**config.mk**
```make
export PLATFORM = sky130hd
export DESIGN_NAME = cpu_sequencer
export DESIGN_NICKNAME = d
export VERILOG_FILES = /design/src/rtl/cpu_sequencer.sv
export SDC_FILE = /design/constraint.sdc
export NUM_CORES = 1
export LEC_CHECK = 0
export ABC_AREA = 1
export BUFFER_PORTS_ARGS = -buffer_cell sky130_fd_sc_hd__buf_2
export CORE_AREA = 3 3 40 42
export CTS_CLUSTER_SIZE = 16
export DETAILED_ROUTE_END_ITERATION = 8
export DIE_AREA = 0 0 43 45
export PLACE_DENSITY = 0.64
export SETUP_SLACK_MARGIN = 0.05
export SLEW_MARGIN = 10
export SYNTH_ARGS = -nofsm -noshare
export SYNTH_HDL_FRONTEND = slang
export SYNTH_SLANG_ARGS = --single-unit
```
**constraint.sdc**
```tcl
create_clock -name clk -period 1.7 [get_ports clk]
set_clock_uncertainty 0.15 [all_clocks]
set_input_delay 0.255 -clock clk [delete_from_list [all_inputs] [get_ports clk]]
set_output_delay 0.255 -clock clk [all_outputs]
set_load 0.03 [all_outputs]
```
**src/rtl/cpu_sequencer.sv**
```systemverilog
// cpu_sequencer: eight-phase control sequencer for the lab CPU datapath.
//
// Walks the phases INST_ADDR..STORE, decoding the IR opcode and the
// accumulator zero flag into register loads and memory strobes. A HLT
// opcode freezes the sequencer in OP_ADDR until reset.
//
// Ports:
//   clk     in   clock, rising edge
//   rst     in   asynchronous reset, active-low
//   opcode  in   instruction register opcode (OPW bits)
//   zero    in   accumulator-is-zero flag
//   step    in   single-step advance (only with CPU_SEQ_STEP_EN)
//   sel     out  address mux select (1 = PC, 0 = IR operand)
//   rd      out  memory read strobe
//   ld_ir   out  instruction register load
//   inc_pc  out  PC increment
//   ld_pc   out  PC load (jump)
//   ld_ac   out  accumulator load
//   wr      out  memory write strobe
//   data_e  out  data bus output enable
//   halt    out  CPU halted
//   phase   out  current phase (debug)
//
// Build option: define CPU_SEQ_STEP_EN to add the step port, which gates
// the INST_ADDR -> INST_FETCH transition.
module cpu_sequencer #(
    parameter int OPW = 3
) (
    input  logic           clk,
    input  logic           rst,
    input  logic [OPW-1:0] opcode,
    input  logic           zero,
`ifdef CPU_SEQ_STEP_EN
    input  logic           step,
`endif
    output logic           sel,
    output logic           rd,
    output logic           ld_ir,
    output logic           inc_pc,
    output logic           ld_pc,
    output logic           ld_ac,
    output logic           wr,
    output logic           data_e,
    output logic           halt,
    output logic [2:0]     phase
);

    typedef enum logic [2:0] {
        INST_ADDR  = 3'd0,
        INST_FETCH = 3'd1,
        INST_LOAD  = 3'd2,
        IDLE       = 3'd3,
        OP_ADDR    = 3'd4,
        OP_FETCH   = 3'd5,
        ALU_OP     = 3'd6,
        STORE      = 3'd7
    } phase_e;

    localparam logic [2:0] OP_HLT = 3'd0;
    localparam logic [2:0] OP_SKZ = 3'd1;
    localparam logic [2:0] OP_STO = 3'd6;
    localparam logic [2:0] OP_JMP = 3'd7;

    phase_e phase_q, phase_d;
    logic   halted_q, halted_d;
    logic   is_hlt, is_skz, is_sto, is_jmp, aluop, advance;

    assign is_hlt = opcode == OP_HLT;
    assign is_skz = opcode == OP_SKZ;
    assign is_sto = opcode == OP_STO;
    assign is_jmp = opcode == OP_JMP;
    // ADD, AND, XOR and LDA all read an operand from memory into the ALU
    assign aluop  = opcode inside {3'd2, 3'd3, 3'd4, 3'd5};

`ifdef CPU_SEQ_STEP_EN
    assign advance = (phase_q != INST_ADDR) || step;
`else
    assign advance = 1'b1;
`endif

    always_ff @(posedge clk or negedge rst) begin
        if (!rst) begin
            phase_q  <= INST_ADDR;
            halted_q <= 1'b0;
        end else begin
            phase_q  <= phase_d;
            halted_q <= halted_d;
        end
    end

    always_comb begin
        phase_d  = phase_q;
        halted_d = halted_q;
        // the halt freeze wins over everything, including step
        if (!halted_q) begin
            if (phase_q == OP_ADDR && is_hlt) begin
                halted_d = 1'b1;
            end else if (advance) begin
                phase_d = phase_e'(phase_q + 3'd1);
            end
        end
    end

    always_comb begin
        sel    = 1'b0;
        rd     = 1'b0;
        ld_ir  = 1'b0;
        inc_pc = 1'b0;
        ld_pc  = 1'b0;
        ld_ac  = 1'b0;
        wr     = 1'b0;
        data_e = 1'b0;
        halt   = 1'b0;
        phase  = phase_q;
        if (halted_q) begin
            halt = 1'b1;
        end else begin
            case (phase_q)
                INST_ADDR: sel = 1'b1;
                INST_FETCH: begin
                    sel = 1'b1;
                    rd  = 1'b1;
                end
                INST_LOAD, IDLE: begin
                    sel   = 1'b1;
                    rd    = 1'b1;
                    ld_ir = 1'b1;
                end
                OP_ADDR: begin
                    inc_pc = !is_hlt;
                    halt   = is_hlt;
                end
                OP_FETCH: rd = aluop;
                ALU_OP: begin
                    rd     = aluop;
                    inc_pc = is_skz && zero;
                    ld_pc  = is_jmp;
                    data_e = is_sto;
                end
                STORE: begin
                    rd     = aluop;
                    ld_ac  = aluop;
                    ld_pc  = is_jmp;
                    wr     = is_sto;
                    data_e = is_sto;
                end
                default: ;
            endcase
        end
    end

endmodule

```
==> metrics, run 1 <==
Hold/Removal Path Class=in -> async; status=complete, but fails checks; clock root buffer=clkbuf_4; Synth top area share=0.242; RSZ-0062 raised after global routing=yes; final setup fails=9; normalized max-slew margin=0.776; initial antenna violation count=0; later-pin clock latency in the skew report=240 ps; Ys Warns=0; clk sinks=4; # DRC=0; Worst VDD drop=0.262 mV; critical path buffer and inverter count=2; Via Count=499; most frequent CP cell=ha_4; switching power=54.0 uW; Register-to-Register Path Depth=8; pre-CTS setup slack=-17.5 ps; first-pass detailed-route iteration total=5; Die Span X=43 microns; Slew @ Worst Pin=336 ps; asr flop ratio synth=1.00; switching power share of the total=0.219; core area=1280 sq um; ys flop type=dfrtp_1; Lkg Pwr=0.000417 uW; final net count=106; Data required, critical path=1290 ps; CP max stage cell=dfrtp_2; Setup Crit Path Kind=reg -> out; Reg power frac=0.389; setup TNS=-1310 ps; CP max stage delay=450 ps; Int Pwr=192 uW; DP HPWL=961 microns; largest net degree at the start of global routing=7; PD cells=286 nW/um^2; Initial Util=0.322; most common library cells after synthesis=nand2_1 (17), inv_1 (11), ha_1 (7); Critical Path Source Type=flop; register area share after synthesis=0.242; mean post-synth cell area=6.79 sq um; Synth area leaders=dfrtp_1 (24%), ha_1 (21%), nand2_1 (15%); clock network power share=0.519; post-synth top area cell=dfrtp_1; failing checks=negative setup slack; Clock Path Buffers=2; delay-heaviest family, CP=flip-flops; CTS Buf Count=3; Worst Setup Slack, final=-216 ps; Total Power=246 uW; GRT Util Overall=0.141; Ant. Diodes=0; Tmin final=1920 ps; area grow syn2layout=108%; most common cell in the netlist=nand2_1; die height=45 microns; WL per Instance=10.9 microns; RD Place Congestion=0.786; CP Cell Sequence=ha_4 -> ha_4 -> inv_4 -> nand2_4 -> nor2_4 -> a21oi_4 -> buf_6; Fin Hold WS=201 ps; CP Depth=7; CP endpoint kind=output port; Synth cell types=14; Max FO, Critical Path=4; Post-synth EDFFs=0; period utilization=1.13; FMAX=0.522 GHz; Synth Register Bits=4; CTS tree=yes; combinational cell fraction of total power=0.092; Initial DRC Count=14; GR Overflow Total=0; Mapped Nets=74; synthesized cell area=414 sq um; multi-input logic area=440 sq um; Max Transition Viols Final=0; routed vias/inst=4.66; endpoints failing hold=0; max-cap viol count=0; post-route ant nets=0; Sequential Area=104 sq um; Worst EP arrival=1510 ps; IO Port Bufs=17; first-pass GRT wire length=1980 microns; share of cells above drive strength 1=0.707; Worst-path clk slew=40 ps; H-tree Lvls=1; vias in the first global route=478; die footprint=1940 sq um; # IOs=18; Post-Syn Instances=61; Total Routed Length=1170 microns; std cell rows=13; filler instances=103
## routing by layer
layer,global-route usage,routed length (microns)
met2,0.260,664
met3,0.0239,56
met1,0.148,441
met5,0,0
met4,0.0904,8
## power groups by stage
stage	Sequential, uW	Clock [uW]	Combinational, uW
after global placement	96.9	0	20.2
final	95.7	128	22.7
after detailed placement	96.9	0	20.8
after global routing	95.5	139	25.1
after floorplan	96.9	0	9.78
after CTS	95.6	138	23.1
## cell type report
| type | instances | share of cell area |
|---|---|---|
| clock buffer | 4 | 0.0305 |
| tap | 15 | 0.0218 |
| multi-input combinational | 46 | 0.512 |
| timing repair buffer | 27 | 0.259 |
| sequential | 4 | 0.121 |
| inverter | 11 | 0.0567 |
## worst paths after layout
check	start	to	slack (ps)
setup / recovery	phase[0]$_DFFE_PN0P_	sel	-220
hold / removal	rst	phase[1]$_DFFE_PN0P_	200
setup reg to reg	phase[0]$_DFFE_PN0P_	phase[2]$_DFFE_PN0P_	210
hold reg to reg	phase[1]$_DFFE_PN0P_	phase[1]$_DFFE_PN0P_	510
max in group asynchronous	rst	phase[2]$_DFFE_PN0P_	1050
min in group clk	opcode[0]	halted_q$_DFF_PN0_	370
## worst reg2reg max path: stages, from the launching register on
cell and delay [ps]:
dfrtp_2 450, inv_4 90, ha_2 190, nand2_2 70, inv_1 70, nand3_2 70, buf_4 150, nand3b_1 70
nand2_1 50
## logic make-up (layout without fill, tap and decap cells)
kind of cell | count (synthesis) | after routing | share of synthesized area
and+or+nand+nor | 35 | 35 | 0.399
buffers and inverters | 11 | 42 | 0.0997
adders and majority gates | 7 | 7 | 0.211
AOI/OAI and AO/OA | 4 | 4 | 0.0483
DFF | 4 | 4 | 0.242
## sequential cells by signal, summed over array words and instances (netlist names)
signal / flops
phase: 3
halted_q: 1
## per-stage QoR
step	instance area (sq um)	util	cells
final	861	0.670	107
after detailed placement	702	0.546	101
after global routing	861	0.670	107
after global placement	702	0.546	101
after floorplan	538	-	61
after CTS	847	0.659	107
## placed cells by master (no fill, tap or decap), drive strengths merged
cell type / n
buf: 26
nand2: 18
inv: 11
ha: 7
nor2: 6
nand3: 6
a21oi: 4
clkbuf: 4
dfrtp: 4
nor3: 2
nor4: 1
or2: 1
nand3b: 1
dlygate4sd3: 1
## what timing repair did
| item | 4_1_cts | 5_1_grt |
|---|---|---|
| pin swaps | 6 | 2 |
| buffers inserted | 1 | 0 |
| endpoints found under the hold margin | 4 | 0 |
| cloned | 0 | 0 |
| gates resized for setup | 32 | 4 |
| hold buffers | 1 | 0 |
| setup endpoints to repair | 9 | 9 |
(Power assumes the default switching activity.)
==> inputs of run 2 (changes only) <==
Clock period 1.7 ns to 1.9 ns, I/O delays scaled along.
==> metrics, run 2 (synthesis gave the netlist of run 1 again) <==
post-route ant nets=0; Tmin final=1920 ps; clock root buffer=clkbuf_4; CP max stage delay=420 ps; Hold/Removal Path Class=in -> async; share of cells above drive strength 1=0.731; Reg2Reg Launch Point=phase[0]$_DFFE_PN0P_; Setup crit start=phase[1]$_DFFE_PN0P_; # IOs=18; first-pass detailed-route iteration total=4; CP Cell Sequence=buf_6 -> inv_6 -> ha_4 -> inv_2 -> nor2_4 -> nor2_4 -> a21oi_2 -> buf_6; area grow syn2layout=122%; RD Place Congestion=0.702; CTS Buf Count=3; Sequential Area=104 sq um; Total Routed Length=1340 microns; normalized max-slew margin=0.844; multi-input logic area=472 sq um; std cell rows=13; commonest non-fill, non-tap cell in the layout=nand2_1; WL per Instance=12.4 microns; Total Power=206 uW; max FFs per register=3; PD cells=225 nW/um^2; Via Count=507; # DRC=0; die footprint=1940 sq um; filler instances=102; period utilization=1.01; die height=45 microns; clk sinks=4; Clock Path Buffers=2; status=complete, but fails checks; Max FO, Critical Path=3; Die Span X=43 microns; routed vias/inst=4.69; Worst EP arrival=1490 ps; Setup Crit Path Kind=reg -> out; Lkg Pwr=0.000436 uW; core area=1280 sq um; reg2reg setup slack=280 ps; Worst VDD drop=0.301 mV; FMAX=0.520 GHz; failing checks=negative setup slack; vias in the first global route=491; setup TNS=-32.7 ps; Max Transition Viols Final=0; DP HPWL=879 microns; CTS tree=yes; later-pin clock latency in the skew report=230 ps; Ant. Diodes=0; R2R Path End=phase[1]$_DFFE_PN0P_; Initial DRC Count=2; most frequent cells in the layout=nand2_1 (12), buf_6 (10), buf_2 (9); CP endpoint kind=output port; final net count=108; initial antenna violation count=0; CP endpoint=sel; CP max stage cell=dfrtp_2; Data required, critical path=1460 ps; max-cap viol count=0; Worst-path clk slew=30 ps; Critical Path Source Type=flop; GRT Util Overall=0.141; Worst Setup Slack, final=-23.2 ps; Register-to-Register Path Depth=11; final setup fails=2; RSZ-0062 raised after global routing=yes; GR Overflow Total=0; H-tree Lvls=1; Initial Util=0.322; largest net degree at the start of global routing=8; IO Port Bufs=17; first-pass GRT wire length=2060 microns; Slew @ Worst Pin=234 ps; endpoints failing hold=0
## run 2: worst min path at each step
stage	to	cells past startpoint
after floorplan	halted_q$_DFF_PN0_	0
after global placement	halted_q$_DFF_PN0_	1
after detailed placement	halted_q$_DFF_PN0_	1
after CTS	halted_q$_DFF_PN0_	2
after global routing	phase[2]$_DFFE_PN0P_	2
final	phase[2]$_DFFE_PN0P_	2
## run 2: worst max-delay path: cells and delay by family, from the launching register on
family	cells	cell delay (ps)
buffers and inverters	4	410
adder cells (fa/ha/maj)	1	130
flip-flops	1	420
AND/OR/NAND/NOR	2	150
AO/OA/AOI/OAI	1	150
## run 2: metal layers
layer  GRT usage  vias up  share of wire
li1            -      255              -
met1       0.151      238           0.36
met2       0.278       14           0.59
met3     0.00797        0          0.044
met4      0.0723        0              0
met5           0        -              0
## run 2: metrics by stage
step / worst slack [ps] / cells / area [sq um] / hold WS (ps) / util
after CTS: -33.5 / 104 / 826 / 229 / 0.643
after detailed placement: 34.5 / 97 / 609 / -57.3 / 0.474
after floorplan: 53.1 / 61 / 475 / -161 / -
final: -23.2 / 108 / 918 / 244 / 0.715
after global placement: 61.8 / 97 / 609 / -59.1 / 0.474
after global routing: -91.6 / 108 / 918 / 237 / 0.715
## run 2: cell type report
cell class                      instances  share of cell area
Sequential cell                         4               0.113
Timing Repair Buffer                   29               0.270
Clock buffer                            3              0.0245
Tap cell                               15              0.0204
Inverter                               11              0.0586
Multi-Input combinational cell         46               0.514
## run 2: timing repair
| action | 4_1_cts | 5_1_grt |
|---|---|---|
| setup buffers | 3 | 4 |
| endpoints found under the hold margin | 4 | 0 |
| hold buffers | 1 | 0 |
| gates resized for setup | 48 | 12 |
| pin swaps | 12 | 8 |
| setup endpoints to repair | 8 | 7 |
## run 2: power by group
part           internal, uW  switching, uW  leakage [uW]
combinational          7.52           13.2      0.000375
sequential             85.7              0     0.0000470
clock                  70.3           29.5     0.0000138
